--- src/rtl/relobi_arb_pkg.sv ---
// Shared constants, bus types and helpers for the reliable-OBI request arbiter.
package relobi_arb_pkg;

   localparam int unsigned FaultCntWidth = 8;
   localparam logic [FaultCntWidth-1:0] FaultCntMax = '1;

   // Bit positions inside the decoder fault vector
   localparam int unsigned FaultCorr   = 0;
   localparam int unsigned FaultUncorr = 1;

   // Minimal bus configuration; only the rready selection matters here
   typedef struct packed {
      logic UseRReady;
   } obi_cfg_t;

   localparam obi_cfg_t ObiDefaultConfig = '{UseRReady: 1'b1};

   // Default plain-OBI channel layout used when no types are supplied
   typedef struct packed {
      logic [31:0] addr;
      logic        we;
      logic [3:0]  be;
      logic [31:0] wdata;
      logic [0:0]  aid;
   } obi_def_a_chan_t;

   typedef struct packed {
      obi_def_a_chan_t a;
      logic            req;
      logic            rready;
   } obi_def_req_t;

   typedef struct packed {
      logic [31:0] rdata;
      logic [0:0]  rid;
      logic        err;
   } obi_def_r_chan_t;

   typedef struct packed {
      logic            gnt;
      logic            rvalid;
      obi_def_r_chan_t r;
   } obi_def_rsp_t;

   // Increment that sticks at the maximum count
   function automatic logic [FaultCntWidth-1:0] fault_cnt_inc(input logic [FaultCntWidth-1:0] cnt);
      return (cnt == FaultCntMax) ? cnt : cnt + FaultCntWidth'(1);
   endfunction

endpackage

--- src/rtl/relobi_arb_rr_pick.sv ---
// Combinational round-robin picker: first asserted request at or after the pointer.
module relobi_arb_rr_pick #(
   parameter  int unsigned NumReq = 4,
   localparam int unsigned IdxW   = (NumReq > 1) ? $clog2(NumReq) : 1
) (
   input  logic [NumReq-1:0] req_i,
   input  logic [IdxW-1:0]   ptr_i,
   output logic              vld_o,
   output logic [IdxW-1:0]   idx_o
);

   // Scan requesters starting at the pointer, wrapping once around
   always_comb begin
      int unsigned cand;
      cand  = 0;
      vld_o = 1'b0;
      idx_o = ptr_i;
      for (int unsigned k = 0; k < NumReq; k++) begin
         cand = 32'(ptr_i) + k;
         if (cand >= NumReq) cand = cand - NumReq;
         if (!vld_o && req_i[IdxW'(cand)]) begin
            vld_o = 1'b1;
            idx_o = IdxW'(cand);
         end
      end
   end

endmodule

--- src/rtl/relobi_req_arbiter.sv ---
// N-to-1 round-robin arbiter in front of a shared reliable-OBI decode path.
// Outstanding transactions are tracked in an index FIFO so R responses return
// to their issuer; decoder faults are attributed to the granted requester.
// Optional: define RELOBI_REQ_ARBITER_FAULT_CNT_EN to build the saturating
// fault event counter; otherwise fault_cnt_o is tied to zero.
module relobi_req_arbiter
   import relobi_arb_pkg::*;
#(
   parameter  obi_cfg_t    Cfg       = ObiDefaultConfig,
   parameter  int unsigned NumReq    = 4,
   parameter  int unsigned MaxTrans  = 4,
   parameter  type         obi_req_t = obi_def_req_t,
   parameter  type         obi_rsp_t = obi_def_rsp_t,
   localparam int unsigned IdxW      = (NumReq > 1) ? $clog2(NumReq) : 1
) (
   input  logic                     clk_i,
   input  logic                     rst_i,
   input  obi_req_t                 sbr_req_i [NumReq],
   output obi_rsp_t                 sbr_rsp_o [NumReq],
   output obi_req_t                 mgr_req_o,
   input  obi_rsp_t                 mgr_rsp_i,
   input  logic [1:0]               fault_i,
   input  logic                     fault_clr_i,
   output logic [1:0]               fault_o,
   output logic [IdxW-1:0]          fault_idx_o,
   output logic [FaultCntWidth-1:0] fault_cnt_o,
   output logic                     busy_o
);

   localparam int unsigned PtrW = (MaxTrans > 1) ? $clog2(MaxTrans) : 1;
   localparam int unsigned CntW = $clog2(MaxTrans + 1);

   typedef logic [IdxW-1:0] idx_t;

   idx_t            ptr_q, ptr_d;
   logic            lock_q, lock_d;
   idx_t            lock_idx_q, lock_idx_d;
   idx_t            fifo_q [MaxTrans];
   logic [PtrW-1:0] wr_q, wr_d, rd_q, rd_d;
   logic [CntW-1:0] cnt_q, cnt_d;
   logic [1:0]      fault_q, fault_d;
   idx_t            fidx_q, fidx_d;

   logic [NumReq-1:0] req_vec;
   logic              pick_vld;
   idx_t              pick_idx;
   logic              full, empty;
   logic              win_vld;
   idx_t              win_idx;
   idx_t              head_idx;
   logic              head_rready;
   logic              hs, push, pop;
   logic              fault_ev;
   logic [1:0]        fault_base;

   // Gather the request bits for the picker
   always_comb begin
      req_vec = '0;
      for (int unsigned i = 0; i < NumReq; i++) req_vec[i] = sbr_req_i[i].req;
   end

   relobi_arb_rr_pick #(
      .NumReq (NumReq)
   ) i_pick (
      .req_i (req_vec),
      .ptr_i (ptr_q),
      .vld_o (pick_vld),
      .idx_o (pick_idx)
   );

   // Winner selection and handshake / pop qualification; a held winner
   // bypasses the picker so its A channel cannot change before the grant
   always_comb begin
      full        = (cnt_q == CntW'(MaxTrans));
      empty       = (cnt_q == '0);
      win_vld     = lock_q | (pick_vld & ~full);
      win_idx     = lock_q ? lock_idx_q : pick_idx;
      head_idx    = fifo_q[rd_q];
      head_rready = Cfg.UseRReady ? sbr_req_i[head_idx].rready : 1'b1;
      hs          = win_vld & mgr_rsp_i.gnt;
      push        = hs;
      pop         = mgr_rsp_i.rvalid & ~empty & head_rready;
   end

   // Manager-side request: winner's A channel; responses with no owner are always accepted
   always_comb begin
      mgr_req_o        = sbr_req_i[win_idx];
      mgr_req_o.req    = win_vld;
      mgr_req_o.rready = empty ? 1'b1 : head_rready;
   end

   // Requester-side responses: gnt to the winner only, rvalid to the FIFO head only
   always_comb begin
      for (int unsigned i = 0; i < NumReq; i++) begin
         sbr_rsp_o[i]        = mgr_rsp_i;
         sbr_rsp_o[i].gnt    = hs & (win_idx == idx_t'(i));
         sbr_rsp_o[i].rvalid = mgr_rsp_i.rvalid & ~empty & (head_idx == idx_t'(i));
      end
   end

   // Next state for pointer, lock, FIFO pointers/count and sticky faults
   always_comb begin
      ptr_d      = ptr_q;
      lock_d     = lock_q;
      lock_idx_d = lock_idx_q;
      if (hs) begin
         ptr_d  = (win_idx == idx_t'(NumReq - 1)) ? '0 : win_idx + idx_t'(1);
         lock_d = 1'b0;
      end else if (win_vld) begin
         lock_d     = 1'b1;
         lock_idx_d = win_idx;
      end

      wr_d = wr_q;
      if (push) wr_d = (wr_q == PtrW'(MaxTrans - 1)) ? '0 : wr_q + PtrW'(1);
      rd_d = rd_q;
      if (pop) rd_d = (rd_q == PtrW'(MaxTrans - 1)) ? '0 : rd_q + PtrW'(1);

      cnt_d = cnt_q;
      case ({push, pop})
         2'b10:   cnt_d = cnt_q + CntW'(1);
         2'b01:   cnt_d = cnt_q - CntW'(1);
         default: cnt_d = cnt_q;
      endcase

      // A clear and a new event in the same cycle: the new event is kept
      fault_ev   = win_vld & (fault_i[FaultCorr] | fault_i[FaultUncorr]);
      fault_base = fault_clr_i ? 2'b00 : fault_q;
      fault_d    = fault_base | (fault_ev ? fault_i : 2'b00);
      fidx_d     = fault_clr_i ? '0 : fidx_q;
      if (fault_ev && (fault_base == 2'b00)) fidx_d = win_idx;
   end

   // Control state registers
   always_ff @(posedge clk_i) begin
      if (rst_i) begin
         ptr_q      <= '0;
         lock_q     <= 1'b0;
         lock_idx_q <= '0;
         wr_q       <= '0;
         rd_q       <= '0;
         cnt_q      <= '0;
         fault_q    <= 2'b00;
         fidx_q     <= '0;
      end else begin
         ptr_q      <= ptr_d;
         lock_q     <= lock_d;
         lock_idx_q <= lock_idx_d;
         wr_q       <= wr_d;
         rd_q       <= rd_d;
         cnt_q      <= cnt_d;
         fault_q    <= fault_d;
         fidx_q     <= fidx_d;
      end
   end

   // Index FIFO storage; validity is carried by the count, so no reset needed
   always_ff @(posedge clk_i) begin
      if (push) fifo_q[wr_q] <= win_idx;
   end

`ifdef RELOBI_REQ_ARBITER_FAULT_CNT_EN
   logic [FaultCntWidth-1:0] fcnt_q, fcnt_d;

   // Saturating fault event count; clear plus event in one cycle restarts at one
   always_comb begin
      fcnt_d = fault_clr_i ? '0 : fcnt_q;
      if (fault_ev) fcnt_d = fault_cnt_inc(fcnt_d);
   end

   // Fault counter register
   always_ff @(posedge clk_i) begin
      if (rst_i) fcnt_q <= '0;
      else       fcnt_q <= fcnt_d;
   end

   assign fault_cnt_o = fcnt_q;
`else
   assign fault_cnt_o = '0;
`endif

   assign fault_o     = fault_q;
   assign fault_idx_o = fidx_q;
   assign busy_o      = (cnt_q != '0) | win_vld;

endmodule

--- config.mk ---
export PLATFORM = sky130hd
export DESIGN_NAME = relobi_req_arbiter
export DESIGN_NICKNAME = d
export VERILOG_FILES = /design/src/rtl/relobi_arb_pkg.sv /design/src/rtl/relobi_arb_rr_pick.sv /design/src/rtl/relobi_req_arbiter.sv
export SDC_FILE = /design/constraint.sdc
export NUM_CORES = 1
export LEC_CHECK = 0
export CAP_MARGIN = 25
export CORE_AREA = 2 2 218 220
export DETAILED_ROUTE_END_ITERATION = 10
export DIE_AREA = 0 0 220 222
export SLEW_MARGIN = 20
export SYNTH_ARGS = -nofsm -noshare
export SYNTH_HDL_FRONTEND = slang
export SYNTH_HIERARCHICAL = 1
export SYNTH_SLANG_ARGS = --single-unit
--- constraint.sdc ---
create_clock -name clk_i -period 4.95 [get_ports clk_i]
set_input_delay 0.495 -clock clk_i [delete_from_list [all_inputs] [get_ports clk_i]]
set_output_delay 0.495 -clock clk_i [all_outputs]
set_load 0.03 [all_outputs]
---- Word level (Yosys, flattened, before mapping) ----
Memories as Yosys holds them, arrays and structs flattened. A register that Yosys moved wholly into a read port is not among the register bits.
Cells that the tools add are included.
operators by class
  reduce and logical (&&, ||, !) cells .... 16
  multiplexer cells ....................... 40
  bitwise operators ....................... 22
  add/subtract/negate cells ............... 12
  magnitude comparators ................... 10
  equal/unequal tests ..................... 11
operators with widths
  kind                                                         count
  binary-select mux 72 bit (select 2 bit)                      2
  2-to-1 mux 72 bit                                            2
  2-to-1 mux 2 bit                                             18
  >= comparator 3 bit (second input constant)                  5
  == test 2 bit (second input constant)                        7
  bitwise AND 1 bit                                            13
  2-to-1 mux 1 bit                                             13
  less-than comparator 2 x 3 -> 1 bit (second input constant)  4
  binary-select mux 1 bit (select 2 bit)                       4
  subtractor 2 x 1 -> 2 bit (second input constant)            4
  adder 2 x 1 -> 2 bit (second input constant)                 3
  adder 2 x 2 -> 3 bit (second input constant)                 2
  == test 2 x 1 -> 1 bit (second input constant)               3
  logical NOT 2 bit                                            3
  inverter 2 -> 3 bit                                          2
  one-hot mux 3 bit (2 select lines)                           1
  logical AND 1 bit                                            4
  nonzero test 2 bit                                           2
  adder 2 x 1 -> 3 bit (second input constant)                 1
  adder 3 x 1 -> 3 bit (second input constant)                 1
  == test 3 bit (second input constant)                        1
  >= comparator 2 x 3 -> 1 bit (second input constant)         1
  logical NOT 1 bit                                            3
  logical NOT 3 bit                                            1
  other kinds (7)                                              11
storage, ports and cells
  output and inout port bits .............. 229
  logic and storage cells ................. 120
  input port bits ......................... 329
  bits in writable memories ............... 8
  memories kept ........................... 1
  register bits ........................... 16
memories
  memory  depth  bits a word  read ports  clocked after memory_dff  write ports  line                      text
  fifo_q  4      2            1           1                         1            relobi_req_arbiter.sv:38  idx_t fifo_q [MaxTrans];

---- Depth between registers and ports, before layout ----
  word-level depth ........................ 19
  gate-level depth with buffers ........... 12
  depth with buffers taken out ............ 11

---- Hierarchy ----
Netlist, hierarchy kept.
modules (own cells, without submodules)
  module              area an instance (µm²)  instances  cells each  sequential area each (µm²)
  relobi_req_arbiter  4504.3                  1          739         600.6
  relobi_arb_rr_pick  96.3                    1          16          0.0

---- Least setup slack after synthesis ----
Ideal clock, no wire load.
  kind .................................... input-to-output
  from .................................... input sbr_req_i[73] in the netlist's numbering
  to ...................................... output mgr_req_o[44] in the netlist's numbering
  stages on the path ...................... 9
  slack ................................... 1.920 ns
  data required time ...................... 4.455 ns
  buffers on the path ..................... 2
  arrival ................................. 2.535 ns
  cell sequence ........................... nor2b_1 -> a21o_1 -> a221oi_2 -> mux2i_2 -> inv_2 -> clkbuf_1 -> clkbuf_1 -> nand2_1 -> a31oi_1
RTL lines
  what         line                      text
  from (decl)  relobi_req_arbiter.sv:18  input obi_req_t sbr_req_i [NumReq],
  to (decl)    relobi_req_arbiter.sv:20  output obi_req_t mgr_req_o,

==> flow_summary.ini <==
[critical_path]
crit_required_ns = 4.45
critPathMaxStageDelay_ns = 0.77
crit_fanout = 40
critical_path.cell_chain = clkdlybuf4s50_1 > nor2b_1 > a21o_1 > a221oi_2 > mux2i_4 > inv_4 > buf_12 > buf_4 > nand2_1 > a31oi_1 > clkdlybuf4s50_1
rr_endpoint = cnt_q[2]
path_class = in -> out
crit_arrival_ns = 3.78
r2r_setup_slack_ns = 2.00
r2r_cells = 9
cp-start-kind = input pin
crit_slowest_cell = clkdlybuf4s50_1
crit_top_cell = clkdlybuf4s50_1
setup.worst_path.end_class = primary output

[clock_tree]
cts_root_buf = clkbuf_16
post_cts_buffers = 0
ctsLongestPathBuffers = 2
cts_resized = 0
clkTransAtPathRegs_ns = 0.07
cts_htree_levels = 1
cts.sinks = 26
clk_latency_ns = 0.26
postCtsHoldBufs = 0
cts_made_buffers = 3
cts_tree = done

[routing]
vias = 5778
first_pass_iters = 4
routedWlPerCell_um = 14.7
drt_drc_violations_left = 0
routed_via_density = 3.67
antenna_left = 0
routed_wl_um = 23200
first_iter_violations = 236

[floorplan]
boundaryPins = 558
die_x_um = 220
die-height_um = 222
start_util_pct = 9.95
coreArea_sq_mm = 0.0463
dieArea_sq_mm = 0.0488
rows = 79

[hold_path]
hp-class = reg -> reg
hold_depth = 2
hold_start = rd_q[1]

[global_route]
gr-usage-all-layers_pct = 8.77
first_global_vias = 5729
grt_pass1_wl_um = 33200
antenna_found_initial = 2
grt_max_degree = 132
grt_overflow = 0

[synthesis]
ys_ff_latch = 26
syn-cell-area_sq_mm = 0.00460
synth_cell_types = 40
avgSynthCellArea_sq_um = 6.09
synth_cells = 755
async_flop_share_pct = 0
yosys_warnings = 6
synth-edff-count = 8
yosysSeqAreaShare_pct = 13.1
synth_flop_cell = dfxtp_1

[placement]
portBuffers = 379
place.gp.congestion = 0.877
dp_hpwl_um = 19000

[sta]
rsz0062_at_grt = false
fin_crit_sh_pct = 86.5
worstMarginPinSlew_ns = 0.774
setup_viol = 0
finClkSkew_ns = 0.00322
slew_headroom_pct = 48.4
slew_viol_final = 0
setup_tns_ns = 0
hold_viol = 0
min_period_ns = 4.28
hold_slack_ns = 0.506
fmax_mhz = 234

[status]
status = finished, final reports clean

[finish]
final_core_util_pct = 17.8
area_growth_pct = 78.5
drive_gt1_share_pct = 3.61
diodes = 0
fin_nets = 1310

[power]
ir_drop_v = 0.000157
power_density_mw_per_mm2 = 289
p_leak_uw = 0.00332

[job]
cap_violations = 0
==> layout make-up <==
| cell class | instances | area [sq um] |
|---|---|---|
| Clock inverter | 1 | 30.0 |
| Inverter | 11 | 43.8 |
| Clock buffer | 3 | 75.1 |
| Timing Repair Buffer | 398 | 3970 |
| Tap cell | 607 | 759 |
| Multi-Input combinational cell | 530 | 2730 |
| Fill cell | 5282 | 38000 |
| Sequential cell | 26 | 601 |
==> layout by cell type (no fill, tap or decap), types with 4 or more instances in the layout <==
master	count
a21oi_1	14
a31oi_1	70
and3_1	78
buf_4	16
clkdlybuf4s50_1	379
conb_1	8
dfxtp_1	18
edfxtp_1	8
ha_1	10
inv_1	7
mux2i_1	4
nand2_1	285
nand2b_1	4
nor2_1	12
nor2b_1	6
o21ai_0	8
or3_1	4
==> synthesized netlist by cell type, drive strengths merged (3+ instances only) <==
| master | instances | area, sq um |
|---|---|---|
| nor2 | 12 | 45.0 |
| ha | 10 | 125 |
| o21ai | 8 | 40.0 |
| a21oi | 14 | 70.1 |
| mux2i | 6 | 63.8 |
| or3 | 4 | 25.0 |
| a31oi | 70 | 438 |
| nor3 | 3 | 15.0 |
| clkbuf | 45 | 169 |
| nand2 | 285 | 1070 |
| and3 | 78 | 488 |
| inv | 10 | 37.5 |
| buf | 150 | 1110 |
| nand2b | 4 | 25.0 |
| nor2b | 6 | 37.5 |
| edfxtp | 8 | 240 |
| dfxtp | 18 | 360 |
==> kinds of logic (layout without fill, tap and decap cells) <==
| logic type | Yosys count | in the layout | synth area share, % |
|---|---|---|---|
| muxes | 9 | 9 | 2.77 |
| xor gates and xnor gates | 2 | 2 | 0.381 |
| AOI/OAI and AO/OA | 98 | 98 | 13.2 |
| and+or+nand+nor | 402 | 402 | 38.7 |
| other | 1 | 8 | 0.0815 |
| DFF | 26 | 26 | 13.1 |
| adders and majority gates | 11 | 11 | 3.15 |
| buffers and inverters | 206 | 413 | 28.7 |
==> report_power, final <==
group / internal (uW) / total (uW) / switching (uW)
combinational: 817 / 1860 / 1040
clock: 161 / 237 / 75.6
sequential: 253 / 277 / 24.3
==> stage by stage <==
| stage | cell area [sq um] | instances | worst slack [ns] | total power [uW] |
|---|---|---|---|---|
| 2_1_floorplan | 4630 | 762 | 1.92 | 1490 |
| 3_3_place_gp | 8110 | 1572 | 0.773 | 2140 |
| 3_5_place_dp | 8110 | 1572 | 0.743 | 2150 |
| 4_1_cts | 8210 | 1576 | 0.713 | 2400 |
| 5_1_grt | 8210 | 1576 | 0.581 | 2520 |
| 6_report | 8210 | 1576 | 0.671 | 2370 |
==> metal layers <==
| metal | up-vias | wire length [um] | track usage (%) |
|---|---|---|---|
| li1 | 2786 | - | - |
| met5 | - | 18 | 0 |
| met1 | 2580 | 8400 | 9.04 |
| met2 | 376 | 11500 | 16.1 |
| met4 | 4 | 837 | 3.31 |
| met3 | 32 | 2500 | 2.99 |
==> critical path, delay by kind of cell <==
family	cells	cell delay (ns)
muxes	1	0.14
buffers and inverters	5	1.97
and+or+nand+nor	2	0.22
AOI/OAI and AO/OA	3	0.88
==> how the worst max path moves through the flow <==
stage | startpoint | end | slack (ns) | cells past startpoint
after global routing | sbr_req_i[73] | mgr_req_o[34] | 0.58 | 11
after detailed placement | sbr_req_i[73] | mgr_req_o[34] | 0.74 | 11
after floorplan | sbr_req_i[73] | mgr_req_o[44] | 1.92 | 9
after CTS | sbr_req_i[73] | mgr_req_o[34] | 0.71 | 11
final | sbr_req_i[73] | mgr_req_o[34] | 0.67 | 11
after global placement | sbr_req_i[73] | mgr_req_o[34] | 0.77 | 11
==> sequential cells by signal, indices dropped and copies added (netlist names), named ones only <==
name and flops:
cnt_q 3, fifo_q 8, fault_o 2, lock_q 1, ptr_q 2, wr_q 2, lock_idx_q 2, rd_q 2
fault_idx_o 2
(Power assumes the default switching activity.)
